### src/rtl/maze_pkg.sv
// Shared types and direction helpers for the depth-first maze controller.
package maze_pkg;

  typedef enum logic [1:0] {
    UP    = 2'b00,
    RIGHT = 2'b01,
    LEFT  = 2'b10,
    DOWN  = 2'b11
  } dir_t;

  typedef enum logic [3:0] {
    S_IDLE        = 4'd0,
    S_ARM         = 4'd1,
    S_INIT        = 4'd2,
    S_TRY         = 4'd3,
    S_RD          = 4'd4,
    S_WAIT        = 4'd5,
    S_MOVE        = 4'd6,
    S_NEXT        = 4'd7,
    S_BACK        = 4'd8,
    S_POP         = 4'd9,
    S_WIN         = 4'd10,
    S_REPLAY_INIT = 4'd11,
    S_REPLAY      = 4'd12,
    S_HOLD        = 4'd13,
    S_FAIL        = 4'd14
  } state_t;

  // The encoding pairs each direction with its bitwise complement.
  function automatic dir_t opposite(input dir_t d);
    return dir_t'(~d);
  endfunction

  // Each priority mode is a fixed XOR permutation of the attempt index k.
  function automatic dir_t order(input logic [1:0] mode, input logic [1:0] k);
    case (mode)
      2'b00:   return dir_t'(k);
      2'b01:   return dir_t'(k ^ 2'b01);
      2'b10:   return dir_t'(k ^ 2'b11);
      default: return dir_t'(k ^ 2'b10);
    endcase
  endfunction

endpackage

### src/rtl/maze_step_unit.sv
// Combinational one-cell step with wrap detection at the maze border.
module maze_step_unit
  import maze_pkg::*;
#(
  parameter int CW = 4
) (
  input  logic [CW-1:0] i_cur_x,
  input  logic [CW-1:0] i_cur_y,
  input  dir_t          i_dir,
  output logic [CW-1:0] o_next_x,
  output logic [CW-1:0] o_next_y,
  output logic          o_out_of_bounds
);

  localparam logic [CW-1:0] ONE = CW'(1);

  always_comb begin
    o_next_x        = i_cur_x;
    o_next_y        = i_cur_y;
    o_out_of_bounds = 1'b0;
    case (i_dir)
      UP: begin
        o_next_y        = i_cur_y + ONE;
        o_out_of_bounds = &i_cur_y;
      end
      RIGHT: begin
        o_next_x        = i_cur_x + ONE;
        o_out_of_bounds = &i_cur_x;
      end
      LEFT: begin
        o_next_x        = i_cur_x - ONE;
        o_out_of_bounds = ~|i_cur_x;
      end
      default: begin
        o_next_y        = i_cur_y - ONE;
        o_out_of_bounds = ~|i_cur_y;
      end
    endcase
  end

endmodule

### src/rtl/maze_dfs_ctrl.sv
// Depth-first maze solver: searches with an external stack/deque and
// replays the found path front-to-back from the same deque.
module maze_dfs_ctrl
  import maze_pkg::*;
#(
  parameter int CW        = 4,
  parameter int MAX_STEPS = 1024,
  parameter int SCW       = 11
) (
  input  logic           Clk,
  input  logic           Rst_n,
  input  logic           Start,
  input  logic           Run,
  input  logic [1:0]     prio_mode,
  input  logic [CW-1:0]  start_x,
  input  logic [CW-1:0]  start_y,
  input  logic [CW-1:0]  goal_x,
  input  logic [CW-1:0]  goal_y,
  output logic [CW-1:0]  mem_x,
  output logic [CW-1:0]  mem_y,
  output logic           mem_rd,
  input  logic           mem_valid,
  input  logic           mem_dout,
  output logic           mem_wr,
  output logic           dq_clr,
  output logic           dq_push,
  output logic [1:0]     dq_din,
  output logic           dq_pop_back,
  output logic           dq_pop_front,
  input  logic [1:0]     dq_back,
  input  logic [1:0]     dq_front,
  input  logic           dq_empty,
  input  logic           dq_full,
  output logic [CW-1:0]  cur_x,
  output logic [CW-1:0]  cur_y,
  output logic [SCW-1:0] step_count,
  output logic           busy,
  output logic           Done,
  output logic           Fail,
  output logic           path_valid,
  output logic [1:0]     path_dir
);

  localparam logic [SCW-1:0] MAX_CNT = SCW'(MAX_STEPS);

  state_t         r_state;
  dir_t           r_dir;
  logic [1:0]     r_k;
  logic [1:0]     r_mode;
  logic [CW-1:0]  r_cur_x, r_cur_y;
  logic [CW-1:0]  r_cand_x, r_cand_y;
  logic [CW-1:0]  r_start_x, r_start_y;
  logic [CW-1:0]  r_goal_x, r_goal_y;
  logic [SCW-1:0] r_step;

  dir_t           w_dir;
  logic [CW-1:0]  w_next_x, w_next_y;
  logic           w_oob;
  logic [SCW-1:0] w_step_inc;
  logic           w_cand_is_goal;

  // One step unit serves search, backtrack (reversed) and replay.
  always_comb begin
    w_dir = order(r_mode, r_k);
    case (r_state)
      S_POP:    w_dir = opposite(dir_t'(dq_back));
      S_REPLAY: w_dir = dir_t'(dq_front);
      default:  ;
    endcase
  end

  maze_step_unit #(.CW(CW)) u_step (
    .i_cur_x         (r_cur_x),
    .i_cur_y         (r_cur_y),
    .i_dir           (w_dir),
    .o_next_x        (w_next_x),
    .o_next_y        (w_next_y),
    .o_out_of_bounds (w_oob)
  );

  assign w_step_inc     = r_step + SCW'(1);
  assign w_cand_is_goal = (r_cand_x == r_goal_x) && (r_cand_y == r_goal_y);

  always_ff @(posedge Clk or negedge Rst_n) begin
    if (!Rst_n) begin
      r_state   <= S_IDLE;
      r_dir     <= UP;
      r_k       <= 2'd0;
      r_mode    <= 2'd0;
      r_cur_x   <= '0;
      r_cur_y   <= '0;
      r_cand_x  <= '0;
      r_cand_y  <= '0;
      r_start_x <= '0;
      r_start_y <= '0;
      r_goal_x  <= '0;
      r_goal_y  <= '0;
      r_step    <= '0;
    end else begin
      case (r_state)
        S_IDLE: if (Start) r_state <= S_ARM;
        S_ARM:  if (!Start) r_state <= S_INIT;
        S_INIT: begin
          r_mode    <= prio_mode;
          r_start_x <= start_x;
          r_start_y <= start_y;
          r_goal_x  <= goal_x;
          r_goal_y  <= goal_y;
          r_cur_x   <= start_x;
          r_cur_y   <= start_y;
          r_step    <= '0;
          r_k       <= 2'd0;
          r_state   <= (start_x == goal_x && start_y == goal_y) ? S_WIN : S_TRY;
        end
        S_TRY: begin
          r_dir <= w_dir;
          if (w_oob) begin
            r_state <= S_NEXT;
          end else begin
            r_cand_x <= w_next_x;
            r_cand_y <= w_next_y;
            r_state  <= S_RD;
          end
        end
        S_RD:   r_state <= S_WAIT;
        S_WAIT: if (mem_valid) r_state <= mem_dout ? S_NEXT : S_MOVE;
        S_MOVE: begin
          if (dq_full) begin
            r_state <= S_FAIL;
          end else begin
            r_cur_x <= r_cand_x;
            r_cur_y <= r_cand_y;
            r_step  <= w_step_inc;
            r_k     <= 2'd0;
            if (w_cand_is_goal)             r_state <= S_WIN;
            else if (w_step_inc == MAX_CNT) r_state <= S_FAIL;
            else                            r_state <= S_TRY;
          end
        end
        S_NEXT: begin
          if (r_k == 2'd3) begin
            r_state <= S_BACK;
          end else begin
            r_k     <= r_k + 2'd1;
            r_state <= S_TRY;
          end
        end
        S_BACK: r_state <= dq_empty ? S_FAIL : S_POP;
        S_POP: begin
          r_cur_x <= w_next_x;
          r_cur_y <= w_next_y;
          r_k     <= 2'd0;
          r_state <= S_TRY;
        end
        S_WIN: begin
          if (Start)    r_state <= S_ARM;
          else if (Run) r_state <= S_REPLAY_INIT;
        end
        S_REPLAY_INIT: begin
          r_cur_x <= r_start_x;
          r_cur_y <= r_start_y;
          r_state <= S_REPLAY;
        end
        S_REPLAY: begin
          if (dq_empty) begin
            r_state <= S_HOLD;
          end else begin
            r_cur_x <= w_next_x;
            r_cur_y <= w_next_y;
          end
        end
        S_HOLD, S_FAIL: if (Start) r_state <= S_ARM;
        default: r_state <= S_IDLE;
      endcase
    end
  end

  // The visited mark for the start cell is written while start is still on the inputs.
  assign mem_x        = (r_state == S_INIT) ? start_x : r_cand_x;
  assign mem_y        = (r_state == S_INIT) ? start_y : r_cand_y;
  assign mem_rd       = (r_state == S_RD);
  assign dq_push      = (r_state == S_MOVE) && !dq_full;
  assign mem_wr       = (r_state == S_INIT) || dq_push;
  assign dq_clr       = (r_state == S_INIT);
  assign dq_din       = dq_push ? r_dir : 2'b00;
  assign dq_pop_back  = (r_state == S_POP);
  assign dq_pop_front = (r_state == S_REPLAY) && !dq_empty;
  assign path_valid   = dq_pop_front;
  assign path_dir     = dq_pop_front ? dq_front : 2'b00;
  assign cur_x        = r_cur_x;
  assign cur_y        = r_cur_y;
  assign step_count   = r_step;
  assign busy         = !(r_state inside {S_IDLE, S_WIN, S_FAIL, S_HOLD});
  assign Done         = (r_state == S_WIN);
  assign Fail         = (r_state == S_FAIL);

endmodule

### config.mk
export PLATFORM = sky130hd
export DESIGN_NAME = maze_dfs_ctrl
export DESIGN_NICKNAME = d
export VERILOG_FILES = /design/src/rtl/maze_pkg.sv /design/src/rtl/maze_step_unit.sv /design/src/rtl/maze_dfs_ctrl.sv
export SDC_FILE = /design/constraint.sdc
export NUM_CORES = 1
export LEC_CHECK = 0
export CELL_PAD_IN_SITES_DETAIL_PLACEMENT = 0
export CELL_PAD_IN_SITES_GLOBAL_PLACEMENT = 1
export CORE_MARGIN = 3
export CORE_UTILIZATION = 40
export CTS_BUF_LIST = sky130_fd_sc_hd__clkbuf_8
export CTS_CLUSTER_SIZE = 14
export DETAILED_ROUTE_END_ITERATION = 7
export PLACE_DENSITY = 0.83
export SLEW_MARGIN = 20
export SYNTH_ARGS = -nofsm -noshare
export SYNTH_HDL_FRONTEND = slang
export SYNTH_SLANG_ARGS = --single-unit
export TNS_END_PERCENT = 30
### constraint.sdc
create_clock -name Clk -period 6.7 [get_ports Clk]
set_input_delay 1.34 -clock Clk [delete_from_list [all_inputs] [get_ports Clk]]
set_output_delay 1.34 -clock Clk [all_outputs]
set_load 0.005 [all_outputs]
==> impl_metrics.env, run 1 <==
export IMPL_max_cap_viol_count=0
export IMPL_route_final_wire_length_mm=9.74
export IMPL_tritoncts_num_buffers=5
export IMPL_cts_setup_buffers=0
export IMPL_place_ws_ns=1.54
export IMPL_path_cells="nand2b_1, or3_1, inv_1, nor2_1, inv_1, clkdlybuf4s50_1"
export IMPL_worst_ep_required_time_ns=5.36
export IMPL_grt_setup_unrepaired="no"
export IMPL_peak_clock_frequency_supported_by_timing_ghz=0.190
export IMPL_p_int_uw=1230
export IMPL_fin_crit_ns=5.27
export IMPL_final_hold_violation_count=0
export IMPL_final_nets=542
export IMPL_syn_cell_area_mm2=0.00364
export IMPL_timing_critical_path_slowest_stage_cell="or3_1"
export IMPL_detailed_placement_wirelength_estimate_mm=7.23
export IMPL_vias_per_cell=5.51
export IMPL_layoutNonFillerInstCount=609
export IMPL_ys_ff_latch=53
export IMPL_fin_crit_sh_pct=78.7
export IMPL_cts_hold_buffers=0
export IMPL_cts_root_buffer_cell="clkbuf_8"
export IMPL_timing_max_transition_violations_final=0
export IMPL_ant_nets=0
export IMPL_power_combinational_fraction_pct=61.8
export IMPL_area_growth_syn_to_layout_pct=23.4
export IMPL_die_width_um=101
export IMPL_switchingPower_uw=1070
export IMPL_power_frac_seq_pct=28.1
export IMPL_worst_setup_path_start_kind="flip-flop"
export IMPL_coreArea_mm2=0.00876
export IMPL_timing_critical_path_slowest_cell_delay_ns=0.75
export IMPL_critical_path_most_common_cell="inv_1"
export IMPL_critical_path_endpoint_type="output port"
export IMPL_layout_drive_gt1_share_pct=5.59
export IMPL_max_clock_path_buffers=2
export IMPL_die_h_um=101
export IMPL_number_of_antenna_violations_at_the_first_check_in_global_routing=0
export IMPL_power_share_clock_pct=10.1
export IMPL_synth_top_cells_by_area="dfrtp_1 36%, nand2_1 10%, o21ai_0 4.3%"
export IMPL_placement_io_buffers=70
export IMPL_hold_path_class="reg -> reg"
export IMPL_max_slew_margin_pct=37.8
export IMPL_ctsHtreeMaxLevel=2
export IMPL_finClkSkew_ns=0.00936
export IMPL_synth_cell_type_count=59
export IMPL_num_fill_cells=861
export IMPL_synth_top_cell_area_share_pct=36.4
export IMPL_powerDensity_mw_per_mm2=512
export IMPL_diodes=0
export IMPL_setup_viol_count_final=0
export IMPL_io_pin_count=71
export IMPL_setup_ws_ns=1.43
export IMPL_route_detailed_wl_per_inst_um=16.0
export IMPL_vdd_drop_max_v=0.000338
export IMPL_grt_pass1_wl_mm=16.0
export IMPL_synth_yosys_seq_area_share_pct=36.4
export IMPL_synthesis_nets=487
export IMPL_synthesized_area_per_cell_um2=8.18
export IMPL_drtIter0Drc=180
export IMPL_clkSinkCount=53
export IMPL_vias=3354
export IMPL_synth_ff_type="dfrtp_1"
export IMPL_setup_tns_ns=0
export IMPL_result_of_the_run="finished, final reports clean"
export IMPL_grtUsageTotal_pct=19.4
export IMPL_worst_pin_slew_ns=0.932
export IMPL_grt_remaining_overflow=0
export IMPL_final_seq_area_mm2=0.00133
export IMPL_cts_resized=0
export IMPL_yosys_area_top_type="dfrtp_1"
export IMPL_synth_cells_most_frequent="100 x nand2_1, 53 x dfrtp_1, 31 x o21ai_0, 26 x nor2_1"
export IMPL_power_leakage_uw=0.00196
export IMPL_maximum_number_of_pins_on_one_net_before_global_route_repair=54
export IMPL_post_route_drc_count=0
export IMPL_crit_type="reg -> out"
export IMPL_rows=34
export IMPL_leading_cell_type_by_number_of_instances_after_synthesis="nand2_1"
export IMPL_synthesis_yosys_warnings=0
export IMPL_ys_async_sr_fraction_pct=100
export IMPL_switching_share_pct=46.7
export IMPL_cts_tree="done"
export IMPL_number_of_flops_mapped_to_enable_cells_by_yosys=0
export IMPL_number_of_global_route_vias_before_repair=3295
export IMPL_drt_pre_antenna_iters=4
export IMPL_clk_pin_slew_ns=0.10
export IMPL_clock_latency_ns=0.32
export IMPL_arrival_time_reported_for_the_critical_path_endpoint_ns=3.93
export IMPL_effective_utilization_at_floorplan_pct=41.6
export IMPL_design_die_area_mm2=0.0103
export IMPL_multiInputGateArea_mm2=0.00214
export IMPL_syn_instance_count=445
export IMPL_numPlacedInstances=601
export IMPL_finalWeightedCongestion=0.836
export IMPL_critical_path_max_fanout=30
==> cells in the final DEF, fill, tap and decap left out, drive strengths merged, types with 8 or more instances in the layout <==
master	synthesis	routed
nand2	101	101
nand3	12	12
a31oi	8	8
inv	17	18
and2	8	8
nand2b	9	9
ha	10	10
nor2	26	26
mux2	8	8
xnor2	17	17
dfrtp	53	53
nor3	8	8
a22oi	8	8
xor2	12	12
o21ai	34	34
a21oi	14	14
clkdlybuf4s50	0	69
==> per-layer routing <==
layer,global-route usage (%),routed length [µm],vias to the layer above
met4,3.78,68,0
met2,33.6,4860,68
met1,25.8,4420,1604
met3,3.03,385,6
met5,0,0,-
li1,-,-,1676
==> path summary, 6_finish.rpt <==
| path | startpoint | end | slack, ns | depth (start not counted) |
|---|---|---|---|---|
| max in group asynchronous | Rst_n | r_start_y[3] | 5.08 | 2 |
| min in group asynchronous | Rst_n | r_state[1] | 1.14 | 2 |
| hold reg to reg | r_start_x[1] | r_start_x[1] | 0.49 | 2 |
| setup reg to reg | r_state[3] | cur_y[3] | 2.94 | 12 |
| hold / removal | r_start_x[1] | r_start_x[1] | 0.49 | 2 |
| setup / recovery | r_state[0] | mem_wr | 1.43 | 6 |
==> logic make-up (layout without fill, tap and decap cells) <==
logic type,count (synthesis),after routing,synth area share [%]
flip-flops,53,53,36.4
buffers and inverters,42,98,4.95
adder cells (fa/ha/maj),12,12,4.53
AND/OR/NAND/NOR,191,191,24.3
XOR/XNOR,29,29,6.97
AO/OA/AOI/OAI,107,107,19.5
multiplexers,11,11,3.30
==> flip-flops by register name (all words and copies together), names as in the netlist <==
signal / count
r_state: 4
r_cand_y: 4
r_k: 2
r_goal_x: 4
r_start_y: 4
r_mode: 2
r_dir: 2
cur_x: 4
r_cand_x: 4
r_start_x: 4
r_goal_y: 4
step_count: 11
cur_y: 4
==> stage by stage <==
stage / utilization, % / power, µW / instance area (µm²) / hold slack [ns]
2_1_floorplan: - / 1600 / 3640 / 0.446
3_3_place_gp: 49.9 / 2040 / 4380 / 0.468
3_5_place_dp: 49.9 / 2080 / 4380 / 0.469
4_1_cts: 51.3 / 2310 / 4490 / 0.495
5_1_grt: 51.3 / 2530 / 4500 / 0.519
6_report: 51.3 / 2300 / 4500 / 0.489
==> cell type report <==
class	count	area share [%]
multi-input cells	350	47.6
clock buffers	6	1.84
well taps	108	3.01
inverters	18	1.50
flip-flops and latches	53	29.5
clock inverters	2	0.751
repair buffers	72	15.8
==> worst max-delay path, delay by kind of cell, from the launching register on <==
kind	cells	cell delay (ns)
flip-flops	1	0.73
AND/OR/NAND/NOR	3	1.63
buffers and inverters	3	1.25
==> power by group through the flow <==
stage | clock, µW | combinational (µW) | sequential, µW
finish | 233 | 1420 | 646
global route | 249 | 1610 | 672
CTS | 236 | 1430 | 644
detailed placement | 0 | 1420 | 652
global placement | 0 | 1390 | 646
floorplan | 0 | 1040 | 566
No activity file was read; power rests on OpenSTA's default activity.
==> run 2, diff against run 1 <==
--- a/config.mk
+++ b/config.mk
@@ -8,11 +8,11 @@
 export CELL_PAD_IN_SITES_DETAIL_PLACEMENT = 0
 export CELL_PAD_IN_SITES_GLOBAL_PLACEMENT = 1
 export CORE_MARGIN = 3
-export CORE_UTILIZATION = 40
+export CORE_UTILIZATION = 36
 export CTS_BUF_LIST = sky130_fd_sc_hd__clkbuf_8
 export CTS_CLUSTER_SIZE = 14
 export DETAILED_ROUTE_END_ITERATION = 7
-export PLACE_DENSITY = 0.83
+export PLACE_DENSITY = 0.79
 export SLEW_MARGIN = 20
 export SYNTH_ARGS = -nofsm -noshare
 export SYNTH_HDL_FRONTEND = slang
==> constraint.sdc (replaced) <==
create_clock -name Clk -period 4.4 [get_ports Clk]
set_input_delay 0.88 -clock Clk [delete_from_list [all_inputs] [get_ports Clk]]
set_output_delay 0.88 -clock Clk [all_outputs]
set_load 0.005 [all_outputs]
==> impl_metrics.env, run 2 (synthesis results as in run 1) <==
export IMPL_route_detailed_wl_per_inst_um=15.7
export IMPL_num_fill_cells=995
export IMPL_peak_clock_frequency_supported_by_timing_ghz=0.261
export IMPL_powerDensity_mw_per_mm2=765
export IMPL_rows=36
export IMPL_arrival_time_reported_for_the_critical_path_endpoint_ns=2.96
export IMPL_detailed_placement_wirelength_estimate_mm=7.55
export IMPL_fin_crit_ns=3.84
export IMPL_drtIter0Drc=200
export IMPL_finalHoldWorstSlack_ns=0.493
export IMPL_final_cell_mix="100 x nand2_1, 69 x clkdlybuf4s50_1, 53 x dfrtp_1"
export IMPL_clkSinkCount=53
export IMPL_max_clock_path_buffers=2
export IMPL_cts_hold_buffers=0
export IMPL_finClkSkew_ns=0.00745
export IMPL_design_die_area_mm2=0.0114
export IMPL_finalWeightedCongestion=0.846
export IMPL_tritoncts_num_buffers=5
export IMPL_final_nets=550
export IMPL_route_met2_wl_mm=5.00
export IMPL_detailroute_wirelength_met3_um=455
export IMPL_setup_viol_count_final=0
export IMPL_hold_path_class="reg -> reg"
export IMPL_coreArea_mm2=0.00982
export IMPL_clock_latency_ns=0.31
export IMPL_cts_root_buffer_cell="clkbuf_8"
export IMPL_highest_signal_layer="met4"
export IMPL_cts_setup_buffers=0
export IMPL_fin_crit_sh_pct=87.2
export IMPL_maximum_number_of_pins_on_one_net_before_global_route_repair=34
export IMPL_drt_pre_antenna_iters=4
export IMPL_route_final_wire_length_mm=10.1
export IMPL_ant_nets=0
export IMPL_post_route_drc_count=0
export IMPL_die_h_um=107
export IMPL_number_of_global_route_vias_before_repair=3326
export IMPL_design_power_total_uw=3480
export IMPL_max_slew_margin_pct=44.3
export IMPL_grt_pass1_wl_mm=16.6
export IMPL_io_pin_count=71
export IMPL_largest_register_ff_count=11
export IMPL_worst_ep_required_time_ns=3.52
export IMPL_worst_setup_path_start_kind="flip-flop"
export IMPL_cts_resized=0
export IMPL_cts_tree="done"
export IMPL_timing_max_transition_violations_final=0
export IMPL_layout_cells_most_common="nand2_1"
export IMPL_final_seq_area_mm2=0.00133
export IMPL_grtUsageTotal_pct=18.0
export IMPL_clk_pin_slew_ns=0.09
export IMPL_final_hold_violation_count=0
export IMPL_area_growth_syn_to_layout_pct=24.9
export IMPL_effective_utilization_at_floorplan_pct=37.1
export IMPL_power_leakage_uw=0.00198
export IMPL_crit_type="reg -> out"
export IMPL_layout_drive_gt1_share_pct=6.68
export IMPL_critical_path_max_fanout=30
export IMPL_worst_pin_slew_ns=0.833
export IMPL_placement_io_buffers=70
export IMPL_vias=3424
export IMPL_vias_per_cell=5.33
export IMPL_diodes=0
export IMPL_max_cap_viol_count=0
export IMPL_die_width_um=107
export IMPL_result_of_the_run="finished, final reports clean"
export IMPL_grt_remaining_overflow=0
export IMPL_multiInputGateArea_mm2=0.00214
export IMPL_grt_setup_unrepaired="no"
export IMPL_number_of_antenna_violations_at_the_first_check_in_global_routing=0
export IMPL_wire_length_on_met1_mm=4.48
export IMPL_vdd_drop_max_v=0.000368
export IMPL_ctsHtreeMaxLevel=2
export IMPL_critical_path_endpoint_type="output port"
export IMPL_setup_tns_ns=0
[run 2: final timing paths]
check / endpoint / startpoint / slack, ns / cells after the start
max: mem_wr / r_state[0] / 0.56 / 7
min: r_start_y[2] / r_start_y[2] / 0.49 / 2
max reg2reg: cur_y[3] / r_state[2] / 0.75 / 12
min reg2reg: r_start_y[2] / r_start_y[2] / 0.49 / 2
max in group asynchronous: r_goal_x[0] / Rst_n / 2.97 / 2
min in group asynchronous: cur_y[1] / Rst_n / 0.65 / 1
[run 2: stage by stage]
stage | worst slack, ns | utilization (%) | instances | instance area (µm²)
floorplan | 1.25 | - | 445 | 3640
global placement | 0.683 | 45.5 | 634 | 4470
detailed placement | 0.529 | 45.5 | 634 | 4470
CTS | 0.568 | 46.3 | 642 | 4550
global route | 0.330 | 46.3 | 642 | 4550
finish | 0.562 | 46.3 | 642 | 4550
[run 2: power breakdown]
group          switching (µW)  leakage (µW)  internal [µW]  total, µW
clock                     165     0.0000467            109        273
combinational            1230       0.00128           1030       2250
sequential                259      0.000659            695        955
[run 2: layer usage]
layer / vias to the layer above / track usage (%)
met4: 0 / 4.66
met5: - / 0
met2: 94 / 30.5
li1: 1690 / -
met3: 9 / 3.01
met1: 1631 / 23.9
[run 2: worst max-delay path, cell delays in order (launching register included)]
cell	delay, ns
dfrtp_1	0.62
nand2b_1	0.28
or3_1	0.13
buf_4	0.29
inv_1	0.15
nor2_1	0.51
inv_1	0.17
clkdlybuf4s50_1	0.48
[run 2: layout make-up]
type | instances | share of cell area, %
Clock buffer | 5 | 1.51
Clock inverter | 3 | 0.330
Inverter | 18 | 1.48
Multi-Input combinational cell | 350 | 46.9
Sequential cell | 53 | 29.1
Tap cell | 133 | 3.66
Timing Repair Buffer | 80 | 16.9
